File: src/rtl/elevator_pkg.sv
// rtl/elevator_pkg.sv - shared types and call-mask helpers for the elevator controller
package elevator_pkg;

    typedef enum logic [1:0] {
        DIR_IDLE = 2'b00,
        DIR_UP   = 2'b01,
        DIR_DN   = 2'b10
    } dir_t;

    typedef enum logic [1:0] {
        IDLE,
        MOVE_UP,
        MOVE_DN,
        DOOR_OPEN
    } state_t;

    // Call masks are zero-extended to this width before calling the helpers
    localparam int MAX_FLOORS = 32;

    function automatic logic any_above(input logic [MAX_FLOORS-1:0] mask, input int fs);
        logic r;
        r = 1'b0;
        for (int i = 0; i < MAX_FLOORS; i++) begin
            if (i > fs) r = r | mask[i];
        end
        return r;
    endfunction

    function automatic logic any_below(input logic [MAX_FLOORS-1:0] mask, input int fs);
        logic r;
        r = 1'b0;
        for (int i = 0; i < MAX_FLOORS; i++) begin
            if (i < fs) r = r | mask[i];
        end
        return r;
    endfunction

endpackage

File: src/rtl/elevator_if.sv
// rtl/elevator_if.sv - elevator controller pin bundle with master/slave modports
interface elevator_if #(
    parameter int NUM_FLOORS = 4
);
    localparam int FLW = (NUM_FLOORS > 2) ? $clog2(NUM_FLOORS) : 1;

    logic [NUM_FLOORS-1:0] hall_up;
    logic [NUM_FLOORS-1:0] hall_dn;
    logic [NUM_FLOORS-1:0] car_call;
    logic                  dc;
    logic                  obstruct;
    logic [FLW-1:0]        fs;
    logic                  fs_valid;
    logic                  door;
    logic [1:0]            dir;
    logic [NUM_FLOORS-1:0] up_lamp;
    logic [NUM_FLOORS-1:0] dn_lamp;
    logic [NUM_FLOORS-1:0] car_lamp;
    logic                  fault;

    modport master (
        output hall_up, hall_dn, car_call, dc, obstruct, fs, fs_valid,
        input  door, dir, up_lamp, dn_lamp, car_lamp, fault
    );

    modport slave (
        input  hall_up, hall_dn, car_call, dc, obstruct, fs, fs_valid,
        output door, dir, up_lamp, dn_lamp, car_lamp, fault
    );
endinterface

File: src/rtl/elevator_door_timer.sv
// rtl/elevator_door_timer.sv - door dwell down-counter with load/reload and force-to-zero
module elevator_door_timer #(
    parameter int CYCLES = 8
) (
    input  logic clk,
    input  logic rst,
    input  logic load,
    input  logic force_zero,
    output logic done
);
    localparam int            TW   = (CYCLES > 2) ? $clog2(CYCLES) : 1;
    localparam logic [TW-1:0] TMAX = TW'(CYCLES - 1);

    logic [TW-1:0] cnt;

    always_ff @(posedge clk or posedge rst) begin
        if (rst) begin
            cnt <= '0;
        end else if (load) begin
            cnt <= TMAX;
        end else if (force_zero) begin
            cnt <= '0;
        end else if (cnt != '0) begin
            cnt <= cnt - TW'(1);
        end
    end

    assign done = (cnt == '0);
endmodule

File: src/rtl/elevator_ctrl_n.sv
// rtl/elevator_ctrl_n.sv - N-floor collective (SCAN) elevator controller: call latches, stop logic, door FSM
module elevator_ctrl_n
    import elevator_pkg::*;
#(
    parameter int NUM_FLOORS       = 4,
    parameter int DOOR_OPEN_CYCLES = 8
) (
    input  logic      clk,
    input  logic      rst,
    elevator_if.slave bus
);
    localparam int                    FLW    = (NUM_FLOORS > 2) ? $clog2(NUM_FLOORS) : 1;
    localparam logic [NUM_FLOORS-1:0] UP_OK  = {1'b0, {(NUM_FLOORS-1){1'b1}}};
    localparam logic [NUM_FLOORS-1:0] DN_OK  = {{(NUM_FLOORS-1){1'b1}}, 1'b0};
    localparam logic [NUM_FLOORS-1:0] ONE    = {{(NUM_FLOORS-1){1'b0}}, 1'b1};
    localparam logic [FLW:0]          NF_EXT = (FLW+1)'(NUM_FLOORS);
    localparam logic [FLW-1:0]        TOP    = FLW'(NUM_FLOORS - 1);

    state_t state;
    dir_t   dir_q;
    logic   door_q, fault_q, last_up;
    logic [NUM_FLOORS-1:0] up_pend, dn_pend, car_pend;
    logic [NUM_FLOORS-1:0] up_new, dn_new, car_new, cap_up, cap_dn, cap_car, all_cap, at_fs;
    logic [NUM_FLOORS-1:0] clr_up, clr_dn, clr_car;
    logic fs_bad, fs_in, above, below, here, further, stop_up, stop_dn, enter_door;
    logic door_sup, call_reload, t_load, t_zero, t_done, expire;

    assign fs_bad = bus.fs_valid && ({1'b0, bus.fs} >= NF_EXT);
    assign fs_in  = bus.fs_valid && !fs_bad;
    assign at_fs  = ONE << bus.fs;

    // With the door open, a press that this stop already serves only re-arms the dwell
    assign door_sup    = (state == DOOR_OPEN) && fs_in;
    assign car_new     = bus.car_call & ~(door_sup ? at_fs : '0);
    assign up_new      = bus.hall_up & UP_OK & ~((door_sup && last_up) ? at_fs : '0);
    assign dn_new      = bus.hall_dn & DN_OK & ~((door_sup && !last_up) ? at_fs : '0);
    assign call_reload = door_sup &&
        |((bus.car_call | (last_up ? (bus.hall_up & UP_OK) : (bus.hall_dn & DN_OK))) & at_fs);

    assign cap_up  = up_pend | up_new;
    assign cap_dn  = dn_pend | dn_new;
    assign cap_car = car_pend | car_new;
    assign all_cap = cap_up | cap_dn | cap_car;

    assign above   = any_above(MAX_FLOORS'(all_cap), int'(bus.fs));
    assign below   = any_below(MAX_FLOORS'(all_cap), int'(bus.fs));
    assign here    = |(all_cap & at_fs);
    assign further = last_up ? above : below;

    assign stop_up = |((cap_car | cap_up | (above ? '0 : cap_dn)) & at_fs) || (bus.fs == TOP);
    assign stop_dn = |((cap_car | cap_dn | (below ? '0 : cap_up)) & at_fs) || (bus.fs == '0);

    assign enter_door = fs_in && ((state == IDLE && !fault_q && here) ||
                                  (state == MOVE_UP && stop_up) ||
                                  (state == MOVE_DN && stop_dn));

    // A stop with nothing further ahead serves both hall calls here and turns around
    assign clr_car = enter_door ? at_fs : '0;
    assign clr_up  = (enter_door && (last_up || !further)) ? at_fs : '0;
    assign clr_dn  = (enter_door && (!last_up || !further)) ? at_fs : '0;

    assign t_load = enter_door || (state == DOOR_OPEN && (bus.obstruct || call_reload));
    assign t_zero = (state == DOOR_OPEN) && bus.dc && !bus.obstruct && !t_done;
    assign expire = (state == DOOR_OPEN) && !bus.obstruct && !call_reload && (t_done || bus.dc);

    elevator_door_timer #(.CYCLES(DOOR_OPEN_CYCLES)) u_timer (
        .clk        (clk),
        .rst        (rst),
        .load       (t_load),
        .force_zero (t_zero),
        .done       (t_done)
    );

    always_ff @(posedge clk or posedge rst) begin
        if (rst) begin
            state    <= IDLE;
            dir_q    <= DIR_IDLE;
            door_q   <= 1'b0;
            fault_q  <= 1'b0;
            last_up  <= 1'b1;
            up_pend  <= '0;
            dn_pend  <= '0;
            car_pend <= '0;
        end else begin
            up_pend  <= cap_up & ~clr_up;
            dn_pend  <= cap_dn & ~clr_dn;
            car_pend <= cap_car & ~clr_car;
            if (fs_bad) begin
                fault_q <= 1'b1;
                state   <= IDLE;
                dir_q   <= DIR_IDLE;
                door_q  <= 1'b0;
            end else if (enter_door) begin
                state  <= DOOR_OPEN;
                dir_q  <= DIR_IDLE;
                door_q <= 1'b1;
                if (!further) last_up <= !last_up;
            end else begin
                case (state)
                    IDLE: if (fs_in && !fault_q) begin
                        if (above) begin
                            state   <= MOVE_UP;
                            dir_q   <= DIR_UP;
                            last_up <= 1'b1;
                        end else if (below) begin
                            state   <= MOVE_DN;
                            dir_q   <= DIR_DN;
                            last_up <= 1'b0;
                        end
                    end
                    DOOR_OPEN: if (expire) begin
                        door_q <= 1'b0;
                        if (further) begin
                            state <= last_up ? MOVE_UP : MOVE_DN;
                            dir_q <= last_up ? DIR_UP : DIR_DN;
                        end else if (last_up ? below : above) begin
                            state   <= last_up ? MOVE_DN : MOVE_UP;
                            dir_q   <= last_up ? DIR_DN : DIR_UP;
                            last_up <= !last_up;
                        end else begin
                            state <= IDLE;
                        end
                    end
                    default: ;
                endcase
            end
        end
    end

    assign bus.door     = door_q;
    assign bus.dir      = dir_q;
    assign bus.up_lamp  = up_pend;
    assign bus.dn_lamp  = dn_pend;
    assign bus.car_lamp = car_pend;
    assign bus.fault    = fault_q;
endmodule

File: src/flat_wrapper.sv
// flat-port wrapper written by rule: the top's interface ports become plain ports
module elevator_ctrl_n_flat import elevator_pkg::*;
#(
    parameter int NUM_FLOORS       = 4,
    parameter int DOOR_OPEN_CYCLES = 8
)
  (clk, rst, bus_hall_up, bus_hall_dn, bus_car_call, bus_dc, bus_obstruct, bus_fs, bus_fs_valid, bus_door, bus_dir, bus_up_lamp, bus_dn_lamp, bus_car_lamp, bus_fault);
  elevator_if #(.NUM_FLOORS(NUM_FLOORS)) bus_i ();
  input  logic clk;
  input  logic rst;
  input wire logic [$bits(bus_i.hall_up)-1:0] bus_hall_up;
  input wire logic [$bits(bus_i.hall_dn)-1:0] bus_hall_dn;
  input wire logic [$bits(bus_i.car_call)-1:0] bus_car_call;
  input wire logic [$bits(bus_i.dc)-1:0] bus_dc;
  input wire logic [$bits(bus_i.obstruct)-1:0] bus_obstruct;
  input wire logic [$bits(bus_i.fs)-1:0] bus_fs;
  input wire logic [$bits(bus_i.fs_valid)-1:0] bus_fs_valid;
  output wire logic [$bits(bus_i.door)-1:0] bus_door;
  output wire logic [$bits(bus_i.dir)-1:0] bus_dir;
  output wire logic [$bits(bus_i.up_lamp)-1:0] bus_up_lamp;
  output wire logic [$bits(bus_i.dn_lamp)-1:0] bus_dn_lamp;
  output wire logic [$bits(bus_i.car_lamp)-1:0] bus_car_lamp;
  output wire logic [$bits(bus_i.fault)-1:0] bus_fault;
  assign bus_i.hall_up = bus_hall_up;
  assign bus_i.hall_dn = bus_hall_dn;
  assign bus_i.car_call = bus_car_call;
  assign bus_i.dc = bus_dc;
  assign bus_i.obstruct = bus_obstruct;
  assign bus_i.fs = bus_fs;
  assign bus_i.fs_valid = bus_fs_valid;
  assign bus_door = bus_i.door;
  assign bus_dir = bus_i.dir;
  assign bus_up_lamp = bus_i.up_lamp;
  assign bus_dn_lamp = bus_i.dn_lamp;
  assign bus_car_lamp = bus_i.car_lamp;
  assign bus_fault = bus_i.fault;
  elevator_ctrl_n #(.NUM_FLOORS(NUM_FLOORS), .DOOR_OPEN_CYCLES(DOOR_OPEN_CYCLES)) u_core (.clk(clk), .rst(rst), .bus(bus_i));
endmodule
File: config.mk
export PLATFORM = sky130hd
export DESIGN_NAME = elevator_ctrl_n_flat
export DESIGN_NICKNAME = d
export VERILOG_FILES = /design/src/rtl/elevator_pkg.sv /design/src/rtl/elevator_if.sv /design/src/rtl/elevator_door_timer.sv /design/src/rtl/elevator_ctrl_n.sv /design/src/flat_wrapper.sv
export SDC_FILE = /design/constraint.sdc
export NUM_CORES = 1
export LEC_CHECK = 0
export CAP_MARGIN = 25
export CORE_AREA = 2 2 59 61
export CTS_CLUSTER_SIZE = 28
export DETAILED_ROUTE_END_ITERATION = 6
export DIE_AREA = 0 0 61 63
export PLACE_DENSITY = 0.8
export RECOVER_POWER = 25
export SETUP_SLACK_MARGIN = 0.3
export SLEW_MARGIN = 30
export SYNTH_ARGS = -nofsm -noshare
export SYNTH_HDL_FRONTEND = slang
export SYNTH_SLANG_ARGS = --single-unit
File: constraint.sdc
create_clock -name clk -period 4.2 [get_ports clk]
set_input_delay 0.63 -clock clk [delete_from_list [all_inputs] [get_ports clk]]
set_output_delay 0.63 -clock clk [all_outputs]
set_load 0.03 [all_outputs]
# Yosys cells after proc, flatten, opt, wreduce, memory -nomap -nowiden
# Cells that the tools add are included.
word_totals:
  ram_bits: 0
  mem_count: 0
  reg_bits: 21
  input_bits: 19
  out_inout_bits: 16
  rom_bits: 0
  word_cells: 151
  latch_bits: 0
op_classes:
  n_eq_ne: 11
  n_reduce_logical: 47
  n_div: 0
  mux: 47
  n_shift: 1
  n_addsub: 1
  n_bitwise: 30
  magnitude_cmp: 6
  mul: 0
op_table:
  columns: ["cell", "n"]
  rows:
  - ["OR 4 bit", 10]
  - ["bitwise AND 4 bit", 9]
  - ["two-way mux 4 bit", 9]
  - ["two-way mux 2 bit", 13]
  - ["NOT 4 bit", 6]
  - ["two-way mux 1 bit", 19]
  - ["logical AND 1 bit", 17]
  - ["OR reduction 4 bit", 4]
  - ["logical OR 1 bit", 9]
  - ["two-way mux 3 bit", 3]
  - ["nonzero test 3 bit", 3]
  - ["one-hot mux 2 bit (2 select lines)", 2]
  - ["AND reduction 7 bit", 1]
  - ["== test 2 bit, second input constant", 3]
  - ["inequality test 3 x 2 -> 1 bit, second input constant", 2]
  - ["zero test 1 bit", 5]
  - ["AND reduction 5 bit", 1]
  - ["bitwise AND 3 x 4 -> 4 bit", 1]
  - ["greater-than comparator 2 bit, first input constant", 2]
  - ["zero test 2 bit", 2]
  - ["< comparator 1 x 2 -> 1 bit, first input constant", 2]
  - ["inequality test 2 bit, second input constant", 2]
  - ["inequality test 4 x 1 -> 1 bit, second input constant", 1]
  - ["inequality test 4 x 2 -> 1 bit, second input constant", 1]
  - ["other kinds (12)", 16]

# Logic depth before layout (Yosys ltp)
depth:
  depth_word: 27
  mapped_depth: 11
  depth_no_buf: 10

# Modules after synthesis
# Synthesis repeated with hierarchy kept, for this count alone.
unflattened:
  cells_unflattened: 199
  hier_area_um2: 1665.3
by_module_without_submodules:
  columns: ["mod", "seq_area_each_um2", "n_inst", "cells_each", "area_each_um2"]
  rows:
  - ["elevator_ctrl_n", 451.7, 1, 180, 1476.4]
  - ["elevator_door_timer", 75.1, 1, 19, 188.9]

# Least setup slack after synthesis
# No wires, ideal clock.
synth_timing:
  path_type: "input port to flip-flop"
  start: "input bus_fs[1]"
  end: "register u_core.u_timer.cnt[0]"
  setup_time_ns: 0.129
  arrival_ns: 2.442
  setup_slack_ns: 1.629
  cell_stages: 8
  n_path_buf: 0
  required_time_ns: 4.071
  cell_sequence: "or3b_1 -> o22ai_2 -> o211ai_2 -> xnor2_1 -> and4_1 -> o31ai_4 -> nand2_2 -> a2111o_1"
synth_between:
  elab_chain_len: 23
  elab_cells_between_ends: 61
  cone_classes: "order compare (6); eq/ne (1); shift (1); mux (12); bitwise (23); reduce/logical (18)"
synth_lines:
  columns: ["element", "line", "rtl"]
  rows:
  - ["start: declaration", "flat_wrapper.sv:16", "input wire logic [$bits(bus_i.fs)-1:0] bus_fs;"]
  - ["<< shifter 1 x 2 -> 4 bit", "elevator_ctrl_n.sv:30", "assign at_fs = ONE << bus.fs;"]
  - ["two-way mux 4 bit, on equally long branches", "elevator_ctrl_n.sv:35, elevator_ctrl_n.sv:36", null]
  - ["NOT 4 bit, on equally long branches", "elevator_ctrl_n.sv:35, elevator_ctrl_n.sv:36", null]
  - ["bitwise AND 3 x 4 -> 4 bit / bitwise AND 4 bit (equally long branches)", "elevator_ctrl_n.sv:35, elevator_ctrl_n.sv:36", null]
  - ["OR 4 bit, on equally long branches", "elevator_ctrl_n.sv:40, elevator_ctrl_n.sv:41", null]
  - ["OR 4 bit (2 in a row)", "elevator_ctrl_n.sv:43", "assign all_cap = cap_up | cap_dn | cap_car;"]
  - ["two-way mux 1 bit", "elevator_pkg.sv:24", "if (i > fs) r = r | mask[i];"]
  - ["OR 1 bit", "elevator_pkg.sv:24", null]
  - ["[... 6 more ...]", null, null]
  - ["OR reduction 4 bit", "elevator_ctrl_n.sv:50", "assign stop_up = |((cap_car | cap_up | (above ? '0 : cap_dn)) & at_fs) || (bus.fs == TOP);"]
  - ["logical OR 1 bit", "elevator_ctrl_n.sv:50", null]
  - ["logical AND 1 bit", "elevator_ctrl_n.sv:54", "(state == MOVE_UP && stop_up) ||"]
  - ["logical OR 1 bit", "elevator_ctrl_n.sv:53", "assign enter_door = fs_in && ((state == IDLE && !fault_q && here) ||"]
  - ["logical OR 1 bit", "elevator_ctrl_n.sv:54", null]
  - ["logical AND 1 bit", "elevator_ctrl_n.sv:53", null]
  - ["logical OR 1 bit *", "elevator_ctrl_n.sv:62", "assign t_load = enter_door || (state == DOOR_OPEN && (bus.obstruct || call_reload));"]
  - ["nonzero test 3 bit (no line) / two-way mux 3 bit (equally long branches)", null, null]
  - ["end signal: assignment", "elevator_door_timer.sv:24", "cnt <= cnt - TW'(1);"]
  - ["end: declaration", "elevator_door_timer.sv:14", "logic [TW-1:0] cnt;"]
# Mark *: on every way between the ends. The rest lies on a longest branch, timed or not.
# A chain may end at the register's enable or synchronous reset.

# Final worst setup path
layout_timing:
  start: "input bus_fs[1]"
  end: "register u_core.u_timer.cnt[1]"
# The elaborated chain is that of the path after synthesis.

==> results.toml <==
[timing]
finalHoldViolCount = 0
rsz0062_at_grt = "no"
drv_slew = 0
min_period_ns = 3.38
max_freq_ghz = 0.296
finalSetupTns_ns = 0
post-route-period-util = 0.805
tightest_slew_ns = 0.809
relSlewSlack = 0.460
setup-violations-final = 0
final.setup_skew_ns = 0.00266

[synthesis]
yosys.area_share.simple = 0.263
ys_ff_latch = 21
synth.avg_cell_area_um2 = 8.71
netlist-cell-type-count = 53
synth-compound-area-share = 0.292
synth_edf_count = 0
yosysWarnings = 0
synthCells = 188
synth_fa_ha_area_frac = 0.0459
synthMuxAreaShare = 0.0206
seq_area_frac_synth = 0.322
async_reset_ff_frac = 1.00
netlist_area_mm2 = 0.00164
synthFlopType = "dfrtp_1"
synth_xor_area_frac = 0.00535
synth_top_family_by_area = "compound AO/OA/AOI/OAI gates"
synth_fp_nets = 213

[setup_path]
rr_startpoint = "u_core.state[1]"
critical_path_class = "in -> reg"
r2r_cells = 8
arrival_ns = 3.58
crit_required_ns = 4.40
cp_max_fo = 15
r2r_slack_ns = 0.99
cp-end-kind = "flip-flop"
cp-start-kind = "input pin"
r2r-end = "u_core.u_timer.cnt[1]"

[cells_and_area]
post-route-util = 0.616
layout_commonest_cell = "clkdlybuf4s50_1"
diodes = 0
nets = 244
nFillCells = 300
area_growth_pct = 21.7
final_cell_mix = "clkdlybuf4s50_1, dfrtp_1, a21oi_1"
drive_gt1_frac = 0.106

[global_routing]
overflow = 0
grt_max_degree = 22
grt_pass1_wl_um = 6840
grt_use_total = 0.232
antenna_found_initial = 0
grt_pass1_vias = 1497

[drt]
vias_per_cell = 5.73
drt_pass1_iterations = 4
routed_wl_um = 4020
wl_per_cell_um = 15.2
route.detailed.drc = 0
drt_iter0_markers = 62
vias = 1512
antenna_left = 0

[cts]
cts_buffer_depth = 2
ctsHoldBuffers = 0
cts.clk_slew.worst_paths_ns = 0.12
cts.sinks = 21
post_cts_buffers = 0
cts_resized = 0
cts_tree = "built"
htreeDepth = 1
cts_buffers = 3
cts_root_buffer = "clkbuf_4"
clock_latency_ns = 0.30

[floorplan]
fp-row-count = 21
die-area_mm2 = 0.00384
die_h_um = 63
ioPinCount = 35
fp.dieW_um = 61
core_area_mm2 = 0.00323
start_util = 0.506

[power_and_ir_drop]
p_seq_frac = 0.318
swShare = 0.466
power_leakage_uw = 0.000751
power_density_mw_per_mm2 = 541
vdd_drop_max_v = 0.000301
switching_power_uw = 502
p_comb_frac = 0.590
p_int_uw = 576
p_clk_frac = 0.092

[job]
cap_violations = 0

[hold_path]
hp-start = "u_core.bus.door"
hold_end = "u_core.bus.door"
hold_class = "reg -> reg"
min_delay_path_depth = 1

[place]
io_buffers = 31
dp.final_hpwl_um = 2980
gp_congestion = 0.965

[outcome]
status = "finished clean"
[power by group through the flow]
stage	clock network [uW]	registers, uW	logic (uW)
2_1_floorplan	0	405	393
3_3_place_gp	0	345	623
3_5_place_dp	0	348	633
4_1_cts	107	343	637
5_1_grt	114	353	698
6_report	99.4	343	635
[cells in the mapped netlist, drive strengths merged (4+ instances only)]
master | number | area share
a21oi | 21 | 0.069
dfrtp | 20 | 0.31
nand2 | 17 | 0.041
nor2 | 15 | 0.034
nand3 | 10 | 0.031
o21ai | 9 | 0.028
buf | 7 | 0.033
inv | 7 | 0.016
nor2b | 7 | 0.027
ha | 6 | 0.046
nor3 | 6 | 0.018
a211o | 4 | 0.021
a31oi | 4 | 0.015
[registers in the layout, summed over array words and instances, names as in the netlist]
| signal | flops |
|---|---|
| u_core.bus.dir | 2 |
| u_core.last_up | 1 |
| u_core.u_timer.cnt | 3 |
| u_core.bus.car_lamp | 4 |
| u_core.bus.door | 1 |
| u_core.bus.dn_lamp | 4 |
| u_core.state | 2 |
| u_core.bus.up_lamp | 4 |
[metal layers]
metal | GRT usage | vias to the layer above | share of wire
met5 | 0 | - | 0
met4 | 0.0842 | 0 | 0.017
met3 | 0.0207 | 6 | 0.035
met2 | 0.364 | 38 | 0.48
met1 | 0.326 | 709 | 0.47
li1 | - | 759 | -
[cells by family after synthesis]
kind of cell,after synthesis
buf+inv,14
simple gates,80
xor+xnor,1
mux,3
other cells,1
fa+ha+maj,6
flops,21
compound gates,62
[area by class of cell]
class / count / area [um2] / area share
inverter: 7 / 26.3 / 0.0132
timing repair buffer: 33 / 325 / 0.163
multi-input combinational: 153 / 1030 / 0.517
sequential: 21 / 527 / 0.264
clock buffer: 4 / 26.3 / 0.0132
tap: 46 / 57.6 / 0.0289
[stage by stage]
step	area [um2]	hold WS, ns	cells	total power [uW]	setup slack (ns)
floorplan	1640	0.467	188	798	1.63
global placement	1970	0.466	260	968	0.559
detailed placement	1970	0.473	260	981	0.533
CTS	1990	0.501	264	1090	0.853
global route	1990	0.536	264	1160	0.618
finish	1990	0.493	264	1080	0.820
[worst max-delay path by stage]
| stage | depth (start not counted) | slack [ns] | from | to |
|---|---|---|---|---|
| final | 9 | 0.82 | bus_fs[1] | u_core.u_timer.cnt[1] |
| after global routing | 9 | 0.62 | bus_fs[1] | u_core.bus.dn_lamp[0] |
| after CTS | 9 | 0.85 | bus_fs[1] | u_core.u_timer.cnt[1] |
| after detailed placement | 9 | 0.53 | bus_fs[1] | u_core.u_timer.cnt[1] |
| after global placement | 9 | 0.56 | bus_fs[1] | u_core.u_timer.cnt[1] |
| after floorplan | 8 | 1.63 | bus_fs[1] | u_core.u_timer.cnt[0] |
[worst max-delay path, cell delays in order]
cell             delay (ns)
clkdlybuf4s50_1        0.65
or3b_1                 0.51
o22ai_2                0.16
o211ai_2               0.17
xnor2_1                0.16
and4_1                 0.22
o31ai_4                0.34
nand2_2                0.29
a2111o_1               0.45
Note: power is estimated with default switching activity, not from simulation.
